**config.mk**
```make
export PLATFORM = sky130hd
export DESIGN_NAME = key_input_conditioner
export DESIGN_NICKNAME = d
export VERILOG_FILES = /design/src/rtl/key_input_pkg.sv /design/src/rtl/key_debounce_cell.sv /design/src/rtl/key_input_conditioner.sv
export SDC_FILE = /design/constraint.sdc
export NUM_CORES = 1
export LEC_CHECK = 0
export ABC_AREA = 1
export BUFFER_PORTS_ARGS = -buffer_cell sky130_fd_sc_hd__buf_2
export CORE_MARGIN = 2
export CORE_UTILIZATION = 44
export CTS_CLUSTER_SIZE = 10
export DETAILED_ROUTE_END_ITERATION = 10
export SETUP_SLACK_MARGIN = 0.02
export SLEW_MARGIN = 20
export SYNTH_ARGS = -nofsm -noshare
export SYNTH_HDL_FRONTEND = slang
export SYNTH_SLANG_ARGS = --single-unit
```
**constraint.sdc**
```tcl
create_clock -name CLOCK_50 -period 2.1 [get_ports CLOCK_50]
set_clock_uncertainty 0.2 [all_clocks]
set_input_delay 0.315 -clock CLOCK_50 [delete_from_list [all_inputs] [get_ports CLOCK_50]]
set_output_delay 0.315 -clock CLOCK_50 [all_outputs]
set_load 0.03 [all_outputs]
```
**src/rtl/key_input_pkg.sv**
```systemverilog
// Shared constants, FSM state type and width helper for the key input conditioner.
package key_input_pkg;

  localparam int unsigned NUM_KEYS  = 4;
  localparam int unsigned KEY_IDX_W = $clog2(NUM_KEYS);

  localparam int unsigned DEF_DEBOUNCE_CYCLES = 1000000;
  localparam int unsigned DEF_LONG_CYCLES     = 50000000;
  localparam int unsigned DEF_REPEAT_CYCLES   = 12500000;

  typedef enum logic [1:0] {
    IDLE     = 2'd0,
    PRESS_DB = 2'd1,
    HELD     = 2'd2,
    REL_DB   = 2'd3
  } key_state_e;

  // Bits needed to hold the values 0..max_val without wrapping.
  function automatic int unsigned cnt_width(input int unsigned max_val);
    return (max_val < 1) ? 1 : $clog2(max_val + 1);
  endfunction

endpackage

```
**src/rtl/key_debounce_cell.sv**
```systemverilog
// One push-button channel: 2-flop synchronizer, debounce FSM, hold timer and
// press/release/long pulses. Auto-repeat is built only when
// KEY_INPUT_CONDITIONER_AUTOREPEAT_EN is defined.
module key_debounce_cell
  import key_input_pkg::*;
#(
  parameter int unsigned DEBOUNCE_CYCLES = DEF_DEBOUNCE_CYCLES,
  parameter int unsigned LONG_CYCLES     = DEF_LONG_CYCLES
`ifdef KEY_INPUT_CONDITIONER_AUTOREPEAT_EN
  ,parameter int unsigned REPEAT_CYCLES  = DEF_REPEAT_CYCLES
`endif
) (
  input  logic CLOCK_50,
  input  logic reset,
  input  logic key_n,
  output logic key_level,
  output logic key_press,
  output logic key_release,
  output logic key_long
);

  localparam int unsigned DW = cnt_width(DEBOUNCE_CYCLES);
  localparam int unsigned HW = cnt_width(LONG_CYCLES);
  localparam logic [DW-1:0] DB_DONE   = DW'(DEBOUNCE_CYCLES);
  localparam logic [HW-1:0] HOLD_FIRE = HW'(LONG_CYCLES - 1);
  localparam logic [HW-1:0] HOLD_SAT  = HW'(LONG_CYCLES);

  logic          sync1, sync2;
  logic          synced;
  key_state_e    state, state_nxt;
  logic [DW-1:0] db_cnt, db_cnt_nxt, db_inc;
  logic          db_done;
  logic [HW-1:0] hold_cnt, hold_cnt_nxt;
  logic          press_acc, press_nxt, press_q;
  logic          release_nxt, release_q;

  // Two-flop synchronizer; resets to the released (high) level.
  always_ff @(posedge CLOCK_50) begin
    if (reset) begin
      sync1 <= 1'b1;
      sync2 <= 1'b1;
    end else begin
      sync1 <= key_n;
      sync2 <= sync1;
    end
  end

  assign synced  = ~sync2;
  assign db_inc  = db_cnt + DW'(1);
  assign db_done = (db_inc == DB_DONE);

  // Debounce FSM: the cycle that first sees a new level counts as the first stable cycle.
  always_comb begin
    state_nxt   = state;
    db_cnt_nxt  = db_cnt;
    press_acc   = 1'b0;
    release_nxt = 1'b0;
    case (state)
      IDLE, PRESS_DB: begin
        if (!synced) begin
          state_nxt  = IDLE;
          db_cnt_nxt = '0;
        end else if (db_done) begin
          state_nxt  = HELD;
          db_cnt_nxt = '0;
          press_acc  = 1'b1;
        end else begin
          state_nxt  = PRESS_DB;
          db_cnt_nxt = db_inc;
        end
      end
      HELD, REL_DB: begin
        if (synced) begin
          state_nxt  = HELD;
          db_cnt_nxt = '0;
        end else if (db_done) begin
          state_nxt   = IDLE;
          db_cnt_nxt  = '0;
          release_nxt = 1'b1;
        end else begin
          state_nxt  = REL_DB;
          db_cnt_nxt = db_inc;
        end
      end
      default: begin
        state_nxt  = IDLE;
        db_cnt_nxt = '0;
      end
    endcase
  end

  assign key_level = (state == HELD) || (state == REL_DB);
  assign key_long  = key_level && (hold_cnt == HOLD_FIRE);

  // Hold timer restarts only on an accepted press, so a release bounce that
  // falls back into HELD cannot produce a second key_long for the same press.
  always_comb begin
    hold_cnt_nxt = hold_cnt;
    if (press_acc || state_nxt == IDLE) begin
      hold_cnt_nxt = '0;
    end else if (key_level && hold_cnt != HOLD_SAT) begin
      hold_cnt_nxt = hold_cnt + HW'(1);
    end
  end

`ifdef KEY_INPUT_CONDITIONER_AUTOREPEAT_EN
  localparam int unsigned RW = cnt_width(REPEAT_CYCLES);
  localparam logic [RW-1:0] REP_LAST = RW'(REPEAT_CYCLES - 1);

  logic [RW-1:0] rep_cnt, rep_cnt_nxt, rep_base;
  logic          armed, armed_nxt, repeat_fire;

  // Auto-repeat timer; the key_long cycle itself is phase 0 of the repeat period.
  always_comb begin
    rep_base    = key_long ? '0 : rep_cnt;
    rep_cnt_nxt = '0;
    armed_nxt   = 1'b0;
    repeat_fire = 1'b0;
    if ((armed || key_long) && state == HELD && state_nxt == HELD) begin
      armed_nxt = 1'b1;
      if (rep_base == REP_LAST) begin
        repeat_fire = 1'b1;
      end else begin
        rep_cnt_nxt = rep_base + RW'(1);
      end
    end
  end

  assign press_nxt = press_acc | repeat_fire;
`else
  assign press_nxt = press_acc;
`endif

  // State, counters and registered pulses.
  always_ff @(posedge CLOCK_50) begin
    if (reset) begin
      state     <= IDLE;
      db_cnt    <= '0;
      hold_cnt  <= '0;
      press_q   <= 1'b0;
      release_q <= 1'b0;
`ifdef KEY_INPUT_CONDITIONER_AUTOREPEAT_EN
      rep_cnt   <= '0;
      armed     <= 1'b0;
`endif
    end else begin
      state     <= state_nxt;
      db_cnt    <= db_cnt_nxt;
      hold_cnt  <= hold_cnt_nxt;
      press_q   <= press_nxt;
      release_q <= release_nxt;
`ifdef KEY_INPUT_CONDITIONER_AUTOREPEAT_EN
      rep_cnt   <= rep_cnt_nxt;
      armed     <= armed_nxt;
`endif
    end
  end

  assign key_press   = press_q;
  assign key_release = release_q;

endmodule

```
**src/rtl/key_input_conditioner.sv**
```systemverilog
// Conditions the four active-low board keys into debounced levels, event
// pulses and a sticky last-selected-key code. Optional auto-repeat is enabled
// with the macro KEY_INPUT_CONDITIONER_AUTOREPEAT_EN.
module key_input_conditioner
  import key_input_pkg::*;
#(
  parameter int unsigned DEBOUNCE_CYCLES = DEF_DEBOUNCE_CYCLES,
  parameter int unsigned LONG_CYCLES     = DEF_LONG_CYCLES,
  parameter int unsigned REPEAT_CYCLES   = DEF_REPEAT_CYCLES
) (
  input  logic                 CLOCK_50,
  input  logic                 reset,
  input  logic [NUM_KEYS-1:0]  KEY,
  output logic [NUM_KEYS-1:0]  key_level,
  output logic [NUM_KEYS-1:0]  key_press,
  output logic [NUM_KEYS-1:0]  key_release,
  output logic [NUM_KEYS-1:0]  key_long,
  output logic                 sel_valid,
  output logic [KEY_IDX_W-1:0] sel_code
);

  if (DEBOUNCE_CYCLES == 0 || LONG_CYCLES == 0 || REPEAT_CYCLES == 0) begin : g_param_check
    $error("key_input_conditioner: cycle parameters must be at least 1");
  end

  for (genvar i = 0; i < NUM_KEYS; i++) begin : g_key
    key_debounce_cell #(
      .DEBOUNCE_CYCLES(DEBOUNCE_CYCLES),
      .LONG_CYCLES    (LONG_CYCLES)
`ifdef KEY_INPUT_CONDITIONER_AUTOREPEAT_EN
      ,.REPEAT_CYCLES (REPEAT_CYCLES)
`endif
    ) u_cell (
      .CLOCK_50   (CLOCK_50),
      .reset      (reset),
      .key_n      (KEY[i]),
      .key_level  (key_level[i]),
      .key_press  (key_press[i]),
      .key_release(key_release[i]),
      .key_long   (key_long[i])
    );
  end

  logic                 sel_hit;
  logic                 sel_found;
  logic [KEY_IDX_W-1:0] sel_idx;

  // Priority encode: lowest pressed index wins.
  always_comb begin
    sel_hit   = |key_press;
    sel_found = 1'b0;
    sel_idx   = '0;
    for (int unsigned i = 0; i < NUM_KEYS; i++) begin
      if (key_press[i] && !sel_found) begin
        sel_idx   = KEY_IDX_W'(i);
        sel_found = 1'b1;
      end
    end
  end

  // Sticky selection register, updated only by press pulses.
  always_ff @(posedge CLOCK_50) begin
    if (reset) begin
      sel_valid <= 1'b0;
      sel_code  <= '0;
    end else if (sel_hit) begin
      sel_valid <= 1'b1;
      sel_code  <= sel_idx;
    end
  end

endmodule

```
==> metrics.txt <==
Nets 2224; DRC 0; R2R cell count 13; Max-slew headroom 0.706; All-Layer GR Usage 0.223; final critical-path setup slack -237 ps; Final Hold Viols 0; Fill cells 2514; Chip Width 171 um; largest net degree at the start of global routing 29; total of max-cap violations 0; Worst Path Max Fanout 7; final instance area 17200 um^2; Critical Path AT 2570 ps; unrepaired setup endpoints after global routing yes; FF-to-FF Start g_key[2].u_cell.db_cnt[11]; Final Critical Period 2340 ps; Setup TNS -23650 ps; ANT cells 0; failing checks setup timing; Final Max Tran Viols 0; clock latency on the worst-skew pair 540 ps; initial antenna violation count 0; vias in the first global route 11674; Starting DRT DRC Count 842; Final setup viols 184; I/O pin count 25; startpoint class of the critical path register; CTS Buffer Depth 3; top post-synthesis cells by area dfxtp_1, nand2_1, nor2_1, inv_1, xor2_1; Worst-Margin Slew 441 ps; Sink Count 207; YS warnings 0; r2r setup slk -240 ps; placed cell area 14200 um^2; Seq/Total Area, Yosys 0.338; Die ar. 29200 um^2; status finished with violations; Mapped Area 12300 um^2; first-pass GRT wire length 54.0 mm; via count 12762; R2R Path End g_key[2].u_cell.hold_cnt[20]; Worst Hold Class in -> reg; Initial Util 0.444; total CTS buffers 26; drt pass-1 iters 5; leakage 0.00641 uW; Core Area 27600 um^2; Cell variety after synth 35; gpl congestion 0.910; post-synth top area share 0.338; Port Buffers 24; WHS 49.3 ps; gate count of the mapped netlist 1932; Die H 171 um; Final ANT Viol Nets 0; share of cells above drive strength 1 0.327; Clock transition at path regs 60 ps; post-synth net total 1950; H-tree depth 1; Max Clock Freq 428 MHz; hold_sp reset; Critical Path RT 2340 ps; Std-Cell Rows 61; WHS Path Cells 3; root buffer cell clkbuf_16; Max VDD drop 0.490 mV; gr ovfl total 0; WS Path Type reg -> reg; Hold Path End g_key[2].u_cell.key_press; drt wl/cell 13.2 um; DR vias/cell 4.92; Seq cells post-synth 207; CTS tree done; Tcrit/Tclk final 1.11; drt total wl 34.1 mm; Area growth, synth to finish 40.4%; DP Wirelength 22.6 mm; Yosys top cell by area dfxtp_1; Syn Area/Cell 6.35 um^2; crit path capture type register; PwrDens 477 nW/um^2
## cell families after synthesis
logic type / share of synthesized area
adder cells (fa/ha/maj): 0.0122
AND/OR/NAND/NOR: 0.408
XOR/XNOR: 0.0807
AO/OA/AOI/OAI: 0.0394
buffers and inverters: 0.122
flip-flops: 0.338
## cells in the final DEF, fill, tap and decap left out, types with 5 or more instances in the layout
cell / n
nand2_1: 453
inv_1: 282
buf_4: 237
nor2_1: 198
dfxtp_1: 147
nor2_2: 107
xor2_1: 77
nand3_1: 70
nand4_1: 60
nor3_1: 60
nor2_4: 57
o21ai_0: 48
dfxtp_2: 40
nand2_2: 39
xnor2_1: 28
clkbuf_16: 28
inv_2: 22
dfxtp_4: 20
buf_2: 20
nor4_1: 18
a21oi_2: 18
nand3_2: 16
buf_12: 14
nor3_2: 13
a21oi_1: 13
buf_6: 11
nand3_4: 9
nand2_4: 9
or2_2: 9
nand3b_1: 8
nand2_8: 8
xor2_2: 7
ha_4: 6
clkbuf_1: 6
o21ai_1: 5
ha_1: 5
buf_8: 5
## power breakdown
part / internal, uW / total, uW / switching (uW)
Clock: 2430 / 4090 / 1660
Sequential: 3910 / 3920 / 8.89
Combinational: 83.4 / 198 / 115
Total: 6430 / 8210 / 1780
## critical path: stages (launching register included)
cell       delay, ps
dfxtp_1          400
nand2_1          100
nor2_2           190
inv_1             60
nor2_1           150
nand3b_1         120
nand2_1           90
nand2_1           50
nor2_1           120
nand3_2          130
or2_4            280
nand2_8          120
clkbuf_16        170
nor2_1            40
## cell usage after synthesis (all sizes together)
| cell type | instances |
|---|---|
| and2 | 1 |
| nand3b | 8 |
| clkbuf | 21 |
| nand2 | 506 |
| nand4 | 60 |
| o21ai | 56 |
| ha | 12 |
| nor3 | 75 |
| and3 | 1 |
| nor2 | 362 |
| o21bai | 3 |
| or2 | 10 |
| a21oi | 33 |
| xnor2 | 29 |
| nor3b | 4 |
| xor2 | 84 |
| buf | 33 |
| nor4 | 22 |
| a22oi | 2 |
| inv | 308 |
| dfxtp | 207 |
| nand3 | 95 |
## per-stage QoR
| stage | utilization | worst slack, ps | cells | power, uW |
|---|---|---|---|---|
| floorplan | - | 9.25 | 1932 | 4090 |
| global placement | 0.514 | -234 | 2476 | 4130 |
| detailed placement | 0.514 | -302 | 2476 | 4130 |
| CTS | 0.595 | -231 | 2575 | 8330 |
| global route | 0.623 | -370 | 2594 | 8500 |
| finish | 0.623 | -237 | 2594 | 8210 |
## worst max path at each step
stage / slack [ps] / depth (start not counted) / end / from
2_1_floorplan: 9 / 14 / g_key[2].u_cell.hold_cnt[10] / g_key[2].u_cell.db_cnt[1]
3_3_place_gp: -230 / 14 / g_key[1].u_cell.hold_cnt[24] / g_key[1].u_cell.db_cnt[0]
3_5_place_dp: -300 / 14 / g_key[1].u_cell.hold_cnt[21] / g_key[1].u_cell.db_cnt[0]
4_1_cts: -230 / 6 / key_long[3] / g_key[3].u_cell.hold_cnt[24]
5_1_grt: -370 / 14 / g_key[0].u_cell.hold_cnt[11] / g_key[0].u_cell.db_cnt[7]
6_report: -240 / 13 / g_key[2].u_cell.hold_cnt[20] / g_key[2].u_cell.db_cnt[11]
## state kept, by name, indices dropped and copies added (netlist names)
register and count:
g_key.u_cell.key_press 4, sel_code 2, g_key.u_cell.key_release 4, g_key.u_cell.db_cnt 80, sel_valid 1, g_key.u_cell.sync2 4, g_key.u_cell.sync1 4, g_key.u_cell.hold_cnt 104
g_key.u_cell.state 4
## metal layers
layer  routed length, um  vias up  track usage
met5                   0        -            0
met4                 848        0       0.0630
met3                1480       68       0.0303
met2               16200      287        0.381
met1               15600     5870        0.293
li1                    -     6537            -
## final cells by class
class	instances	area, um^2	area share
flip-flops and latches	207	4270	0.248
clock inverters	4	60.1	0.00349
well taps	378	473	0.0275
inverters	308	1170	0.0678
repair buffers	297	2560	0.149
clock buffers	34	701	0.0407
multi-input cells	1366	7990	0.464
## what timing repair did
action / in CTS / in global routing
cloned: 15 / 2
pin swaps: 59 / 75
endpoints found under the setup margin: 193 / 199
endpoints found under the hold margin: 4 / 0
hold buffers: 4 / 0
buffers inserted: 44 / 25
gates resized for setup: 240 / 212
Power figures use the tool's default switching activity.
